[config.mk]
export PLATFORM = sky130hd
export DESIGN_NAME = reg_write_arbiter
export DESIGN_NICKNAME = d
export VERILOG_FILES = /design/src/rtl/reg_write_arbiter.sv
export SDC_FILE = /design/constraint.sdc
export NUM_CORES = 1
export LEC_CHECK = 0
export ABC_AREA = 1
export CORE_MARGIN = 10
export CORE_UTILIZATION = 35
export DETAILED_ROUTE_END_ITERATION = 12
export GPL_ROUTABILITY_DRIVEN = 0
export PLACE_DENSITY = 0.77
export SYNTH_ARGS = -nofsm -noshare
export SYNTH_HDL_FRONTEND = slang
export SYNTH_SLANG_ARGS = --single-unit
export TNS_END_PERCENT = 1
[constraint.sdc]
create_clock -name clk -period 2.1 [get_ports clk]
set_input_delay 0.42 -clock clk [delete_from_list [all_inputs] [get_ports clk]]
set_output_delay 0.42 -clock clk [all_outputs]
set_load 0.1 [all_outputs]
[src/rtl/reg_write_arbiter.sv]
// Register-file write-port arbiter: grants one requester per cycle and drives one-hot load enables plus shared data.
// Define WB_ROUND_ROBIN_EN for round-robin arbitration; the default build uses fixed priority (lowest index wins).
module reg_write_arbiter_lane #(
    parameter int ADDR_WIDTH = 4,
    parameter int IDX        = 0
) (
    input  logic [ADDR_WIDTH-1:0] addr,
    input  logic                  en,
    output logic                  hit
);
    assign hit = en && (addr == ADDR_WIDTH'(IDX));
endmodule

module reg_write_arbiter #(
    parameter int NUM_REQ    = 3,
    parameter int DATA_WIDTH = 32,
    parameter int ADDR_WIDTH = 4,
    parameter int NUM_REGS   = 16
) (
    input  logic                          clk,
    input  logic                          clr,
    input  logic [NUM_REQ-1:0]            req_valid,
    input  logic [NUM_REQ*ADDR_WIDTH-1:0] req_addr,
    input  logic [NUM_REQ*DATA_WIDTH-1:0] req_data,
    output logic [NUM_REQ-1:0]            req_ready,
    input  logic                          stall,
    output logic [NUM_REGS-1:0]           reg_load_enable,
    output logic [DATA_WIDTH-1:0]         reg_in,
    output logic                          busy,
    output logic [7:0]                    conflict_count
);
    localparam int PTR_W = (NUM_REQ > 1) ? $clog2(NUM_REQ) : 1;

    typedef enum logic {IDLE, WRITE} state_t;
    state_t state_q, state_d;

    logic [PTR_W-1:0]      ptr;
    logic [NUM_REQ-1:0]    grant;
    logic                  accept;
    logic [ADDR_WIDTH-1:0] sel_addr;
    logic [DATA_WIDTH-1:0] sel_data;
    logic [NUM_REGS-1:0]   hit;
    logic                  multi;

    // Search starts at ptr and wraps; with ptr tied to 0 this is plain fixed priority.
    always_comb begin
        int idx;
        grant = '0;
        idx   = 0;
        if (!stall) begin
            for (int k = 0; k < NUM_REQ; k++) begin
                idx = int'(ptr) + k;
                if (idx >= NUM_REQ) idx = idx - NUM_REQ;
                if (grant == '0 && req_valid[idx]) grant[idx] = 1'b1;
            end
        end
    end

    assign req_ready = grant;
    assign accept    = |grant;

    always_comb begin
        sel_addr = '0;
        sel_data = '0;
        for (int i = 0; i < NUM_REQ; i++) begin
            if (grant[i]) begin
                sel_addr = req_addr[i*ADDR_WIDTH +: ADDR_WIDTH];
                sel_data = req_data[i*DATA_WIDTH +: DATA_WIDTH];
            end
        end
    end

`ifdef WB_ROUND_ROBIN_EN
    logic [PTR_W-1:0] ptr_q, ptr_nxt;

    always_comb begin
        ptr_nxt = ptr_q;
        for (int i = 0; i < NUM_REQ; i++)
            if (grant[i]) ptr_nxt = PTR_W'((i + 1) % NUM_REQ);
    end

    always_ff @(posedge clk) begin
        if (clr) ptr_q <= '0;
        else     ptr_q <= ptr_nxt;
    end

    assign ptr = ptr_q;
`else
    assign ptr = '0;
`endif

    genvar r;
    generate
        for (r = 0; r < NUM_REGS; r++) begin : g_lane
            reg_write_arbiter_lane #(.ADDR_WIDTH(ADDR_WIDTH), .IDX(r)) u_lane (
                .addr (sel_addr),
                .en   (accept),
                .hit  (hit[r])
            );
        end
    endgenerate

    always_comb begin
        state_d = IDLE;
        if (accept) state_d = WRITE;
    end

    always_ff @(posedge clk) begin
        if (clr) state_q <= IDLE;
        else     state_q <= state_d;
    end

    assign busy = (state_q == WRITE);

    // reg_in keeps its last value while idle; only the enables drop.
    always_ff @(posedge clk) begin
        if (clr) begin
            reg_load_enable <= '0;
            reg_in          <= '0;
        end else begin
            reg_load_enable <= hit;
            if (accept) reg_in <= sel_data;
        end
    end

    assign multi = !stall && ($countones(req_valid) > 1);

    always_ff @(posedge clk) begin
        if (clr)                                  conflict_count <= 8'h00;
        else if (multi && conflict_count != 8'hFF) conflict_count <= conflict_count + 8'h01;
    end
endmodule

==> results of run 1 <==
## final timing paths
kind / cells past startpoint / start / end
max: 6 / req_valid[2] / req_ready[2]
min reg2reg: 2 / reg_in[24] / reg_in[24]
min: 2 / reg_in[24] / reg_in[24]
max reg2reg: 8 / conflict_count[0] / conflict_count[7]
## synth_stat cells, types with 2 or more instances
| cell | n |
|---|---|
| inv_2 | 4 |
| a21oi_2 | 2 |
| nand2_1 | 162 |
| nor2_2 | 2 |
| inv_1 | 11 |
| nor2_1 | 31 |
| clkbuf_1 | 7 |
| buf_4 | 4 |
| buf_1 | 3 |
| o21ai_1 | 32 |
| nand3_1 | 92 |
| ha_1 | 2 |
| nand4_1 | 3 |
| a21oi_1 | 4 |
| dfxtp_1 | 57 |
| buf_2 | 11 |
## layout make-up
cell class,count,area [um2],share of cell area
multi-input combinational,335,1510,0.312
sequential,57,1140,0.237
inverter,15,56.3,0.0116
timing repair buffer,195,1810,0.374
clock inverter,3,40.0,0.00828
clock buffer,13,149,0.0308
tap,102,128,0.0264
## repair_timing
action,in CTS,in global routing
hold buffers,0,0
endpoints found under the setup margin,1,1
gates resized for setup,1,1
endpoints found under the hold margin,0,0
gates cloned,0,0
buffers inserted,0,0
## state kept, by name (all words and copies together) (netlist names)
register,flops
busy,1
reg_load_enable,16
conflict_count,8
reg_in,32
## placed cells by master, fill, tap and decap left out, types with 2 or more instances in the layout
master	count
nand4_1	3
clkinv_2	2
a21oi_1	4
nand2_1	162
dfxtp_1	55
inv_2	4
nand3_1	92
ha_1	2
nor2_2	2
buf_4	77
clkdlybuf4s50_1	111
clkbuf_1	3
inv_1	11
nor2_1	30
clkbuf_8	10
buf_12	5
dfxtp_2	2
o21ai_1	32
## power breakdown
group	total (mW)	leakage, nW	internal (mW)	switching, mW
clock	1.00	0.0974	0.578	0.426
sequential	1.14	0.463	1.12	0.0196
combinational	0.803	1.52	0.323	0.480
## cells by family after synthesis
kind of cell,count (synthesis),synth area share
DFF,57,0.406
adders and majority gates,2,0.00890
AOI/OAI and AO/OA,39,0.0743
xor gates and xnor gates,1,0.00311
buffers and inverters,40,0.0636
and+or+nand+nor,293,0.444
## worst min-delay path, stage by stage, from the launching register on
cell and delay (ns):
dfxtp_1 0.31, nand2_1 0.06, o21ai_1 0.05
## metal layers
| layer | vias up | global-route usage |
|---|---|---|
| li1 | 1768 | - |
| met4 | 0 | 0.0771 |
| met3 | 27 | 0.0696 |
| met5 | - | 0 |
| met2 | 163 | 0.296 |
| met1 | 1578 | 0.195 |
==> metrics.md, run 1 <==
| Metric | Value |
|---|---|
| DR vias/cell | 4.91 |
| Share of post-route cells with drive strength above 1 | 0.176 |
| Routed wl met2 | 5250 um |
| DRT Pass-1 Iters | 5 |
| Number of antenna violations at the first check in global routing | 0 |
| Max-Slew Margin vs Limit | 0.751 |
| Power Dens Cells | 609 nW/um2 |
| Reg2reg setup slack | 0.57 ns |
| Vias | 3536 |
| Outcome | complete, no violations |
| First-pass GRT wire length | 16900 um |
| Final TNS setup | 0 ns |
| CP dominant cell by count | inv_1 |
| Mean area per synthesized cell | 6.51 um2 |
| NumNets Final | 729 |
| Worst setup SP type | input port |
| Worst Hold Class | reg -> reg |
| Inst Count DP | 704 |
| Site row count | 32 |
| Final Hold Fails | 0 |
| Post-route ant nets | 0 |
| Die X | 110 um |
| Unrepaired setup endpoints after global routing | false |
| CP endpoint kind | output pin |
| Top sig layer | met4 |
| Critical Path, Cell by Cell | clkdlybuf4s50_1 -> inv_1 -> nor2_8 -> nand2_2 -> inv_1 -> buf_12 |
| Max Cap Violations | 0 |
| Leak pwr | 2.08 nW |
| Finished layout cell area | 4830 um2 |
| Post-synth ARST share | 0 |
| Area Overhead vs Synth | 71.9% |
| Post-synth EDFFs | 0 |
| I/O Buffers | 173 |
| DP Worst Slack | -0.0324 ns |
| CTS tree | built |
| CP bufs+invs | 4 |
| Fin. max-slew vios | 0 |
| Worst Path Arrival | 1.57 ns |
| Final WL | 11000 um |
| Maximum clock rate | 0.504 GHz |
| Synth Net Count | 548 |
| Fin Hold WS | 0.461 ns |
| Clk root buf | clkbuf_8 |
| Post-synth top area share | 0.406 |
| DIE AREA | 12000 um2 |
| Largest stage delay, worst path | 0.48 ns |
| Total CTS buffers | 9 |
| Grt ovf | 0 |
| Largest net degree at the start of global routing | 26 |
| Seq cells post-synth | 57 |
| PnR worst setup slack | 0.115 ns |
| Core ar. | 7770 um2 |
| Minimum clock period | 1.99 ns |
| Antenna fix cells | 0 |
| DRC Markers | 0 |
| Final setup fails | 0 |
| IO Pins | 174 |
| Distinct cells, synth | 21 |
| Critical path required time | 1.68 ns |
| Worst-Margin Slew | 0.372 ns |
| CP top delay family | buffers and inverters |
| DR iter-0 viols | 147 |
| Clk buf depth | 2 |
| Met3 routed WL | 1180 um |
| Sequential share of the synthesized area | 0.406 |
| Post-synthesis cell count | 432 |
| CP max stage cell | clkdlybuf4s50_1 |
| Clock Latency Late Sink | 0.34 ns |
| Period utilisation layout | 0.945 |
| Synth Warn # | 0 |
| Max VDD drop | 0.247 mV |
| GRT Total Usage | 0.177 |
| Biggest area consumer among synthesized cells | dfxtp_1 |
| CTS Sinks | 57 |
| Most used DFF post-synth | dfxtp_1 |
| Util after Layout | 0.622 |
| Clk slew on worst S/H paths | 0.07 ns |
| Die Y | 110 um |
| Total power | 2.94 mW |
| WS Path Type | in -> out |
| Fillers | 741 |
| Skew final | 0.00496 ns |
| Placed cell areas | 4640 um2 |
| WL per Instance | 15.3 um |
| HPWL after DPL | 8800 um |
| Number of global-route vias before repair | 3439 |
| H-tree depth | 3 |
| Initial core utilization | 0.362 |
| Max FO, Critical Path | 6 |
| Synthesized area | 2810 um2 |
| Fin cells | 720 |
| Top post-synthesis cells by area | dfxtp_1, nand2_1, nand3_1, o21ai_1, nor2_1 |
| Metal1 wirelength | 4280 um |
Note: power is estimated with default switching activity, not from simulation.
==> run 2: changes to the inputs <==
--- a/config.mk
+++ b/config.mk
@@ -6,6 +6,7 @@
 export NUM_CORES = 1
 export LEC_CHECK = 0
 export ABC_AREA = 1
+export ABC_CLOCK_PERIOD_IN_PS = 2100
 export CORE_MARGIN = 10
 export CORE_UTILIZATION = 35
 export DETAILED_ROUTE_END_ITERATION = 12
==> results of run 2 <==
Final layout, timing and power as in run 1 (identical DEF).
==> run 3: changes to the inputs <==
--- a/config.mk
+++ b/config.mk
@@ -7,11 +7,12 @@
 export LEC_CHECK = 0
 export ABC_AREA = 1
 export ABC_CLOCK_PERIOD_IN_PS = 2100
+export CORE_ASPECT_RATIO = 1.1
 export CORE_MARGIN = 10
-export CORE_UTILIZATION = 35
+export CORE_UTILIZATION = 30
 export DETAILED_ROUTE_END_ITERATION = 12
 export GPL_ROUTABILITY_DRIVEN = 0
-export PLACE_DENSITY = 0.77
+export PLACE_DENSITY = 0.67
 export SYNTH_ARGS = -nofsm -noshare
 export SYNTH_HDL_FRONTEND = slang
 export SYNTH_SLANG_ARGS = --single-unit
==> metrics.md, run 3 (same netlist as run 1, synthesis figures left out) <==
| Metric | Value |
|---|---|
| Most flop-heavy register | reg_in |
| Clock Latency Late Sink | 0.34 ns |
| Psw | 0.947 mW |
| Number of antenna violations at the first check in global routing | 0 |
| Total CTS buffers | 9 |
| Initial core utilization | 0.304 |
| Critical Path, Cell by Cell | clkdlybuf4s50_1 -> inv_2 -> nand2_1 -> nor2_2 -> buf_12 |
| Post-route ant nets | 0 |
| Grt ovf | 0 |
| I/O Buffers | 173 |
| Clock share of power | 0.345 |
| Worst setup SP type | input port |
| Worst hold path stage count | 2 |
| Gate power share | 0.271 |
| First-pass GRT wire length | 17500 um |
| WS Path Type | in -> out |
| Number of global-route vias before repair | 3545 |
| HP Start | reg_in[29] |
| PnR worst setup slack | 0.0729 ns |
| CTS tree | built |
| Die Y | 122 um |
| CP endpoint kind | output pin |
| Site row count | 37 |
| Placed cell areas | 4660 um2 |
| # resized after CTS | 0 |
| Final setup fails | 0 |
| Total power | 2.96 mW |
| Fin cells | 735 |
| Largest net degree at the start of global routing | 26 |
| CP top delay family | buffers and inverters |
| DIE AREA | 13700 um2 |
| HPWL after DPL | 8860 um |
| Core ar. | 9260 um2 |
| Leak pwr | 2.07 nW |
| Reg2reg setup slack | 0.59 ns |
| DR iter-0 viols | 147 |
| CTS Sinks | 57 |
| Reg-to-Reg End | conflict_count[7] |
| GRT Total Usage | 0.155 |
| Antenna fix cells | 0 |
| Clk buf depth | 2 |
| Clk slew on worst S/H paths | 0.06 ns |
| Final WL | 11100 um |
| Largest stage delay, worst path | 0.54 ns |
| Count of hold-fix buffers inserted at cts | 0 |
| Worst-Margin Slew | 0.300 ns |
| Max VDD drop | 0.362 mV |
| Max reg flops | 32 |
| Maximum clock rate | 0.493 GHz |
| Power Dens Cells | 609 nW/um2 |
| R2r startpoint | conflict_count[0] |
| Period utilisation layout | 0.965 |
| Commonest non-fill, non-tap cells in the layout | nand2_1, clkdlybuf4s50_1, nand3_1 |
| Internal cell power | 2.01 mW |
| Max FO, Critical Path | 4 |
| Cell count of the worst reg-to-reg path | 8 |
| Max-Slew Margin vs Limit | 0.799 |
| Most common cell after layout, fill and taps aside | nand2_1 |
| Minimum clock period | 2.03 ns |
| Worst Hold Class | reg -> reg |
| DP Worst Slack | -0.0216 ns |
| Post-CTS Setup Bufs | 0 |
| DRC Markers | 0 |
| Largest regs | reg_in x32, reg_load_enable x16, conflict_count x8 |
| Flop pwr share | 0.384 |
| Skew final | 0.0107 ns |
| Share of post-route cells with drive strength above 1 | 0.180 |
| Unrepaired setup endpoints after global routing | false |
| H-tree depth | 3 |
| Area Overhead vs Synth | 72.8% |
| CP max stage cell | clkdlybuf4s50_1 |
| DR vias/cell | 4.72 |
| NumNets Final | 729 |
| Fin Hold WS | 0.460 ns |
| Vias | 3466 |
| Final Hold Fails | 0 |
| Finished layout cell area | 4860 um2 |
| IO Pins | 174 |
| Max Cap Violations | 0 |
| Switching Share | 0.320 |
| Clk root buf | clkbuf_8 |
| Outcome | complete, no violations |
| WL per Instance | 15.1 um |
| Inst Count DP | 719 |
| Die X | 112 um |
| Hold Path End | reg_in[29] |
| DRT Pass-1 Iters | 5 |
| Fin. max-slew vios | 0 |
| Worst Path Arrival | 1.61 ns |
| CP bufs+invs | 3 |
| Critical path required time | 1.68 ns |
[run 3: layout make-up]
class                      count  area (um2)
tap                          117         146
clock buffer                  11         141
clock inverter                 5        55.1
multi-input combinational    335        1510
inverter                      15        56.3
sequential                    57        1140
timing repair buffer         195        1810
fill                         913        4400
[run 3: worst max-delay path by stage]
stage | start | endpoint | slack [ns] | cells after the start
4_1_cts | req_valid[0] | req_ready[1] | 0.06 | 5
5_1_grt | req_valid[0] | req_ready[1] | 0.01 | 5
3_3_place_gp | req_valid[0] | reg_in[20] | 0.06 | 9
2_1_floorplan | conflict_count[2] | conflict_count[7] | 0.18 | 7
3_5_place_dp | req_valid[0] | reg_in[20] | -0.02 | 9
6_report | req_valid[0] | req_ready[1] | 0.07 | 5
[run 3: power by group through the flow]
| stage | clock [mW] | sequential (mW) | combinational, mW |
|---|---|---|---|
| after floorplan | 0 | 1.40 | 0.202 |
| after global placement | 0 | 1.16 | 0.803 |
| after detailed placement | 0 | 1.16 | 0.807 |
| after CTS | 1.04 | 1.13 | 0.809 |
| after global routing | 1.09 | 1.14 | 0.852 |
| final | 1.02 | 1.14 | 0.803 |
[run 3: worst register-to-register path, stage by stage, from the launching register on]
cell and delay (ns):
dfxtp_2 0.38, ha_1 0.20, nand2_1 0.09, nor2_1 0.15, nand2_1 0.20, nand2_1 0.21, nor2_1 0.06, nor2_1 0.08
nor2_1 0.05
[run 3: metal layers]
metal  vias to the layer above  GRT usage  part of all wire
li1                       1773          -                 -
met1                      1564      0.178              0.41
met2                       115      0.267              0.50
met3                        14     0.0497             0.075
met4                         0     0.0524             0.014
met5                         -          0                 0
[run 3: stage by stage]
stage	utilization	TNS, ns
2_1_floorplan	-	0
3_3_place_gp	0.504	0
3_5_place_dp	0.504	-0.0463
4_1_cts	0.525	0
5_1_grt	0.525	0
6_report	0.525	0
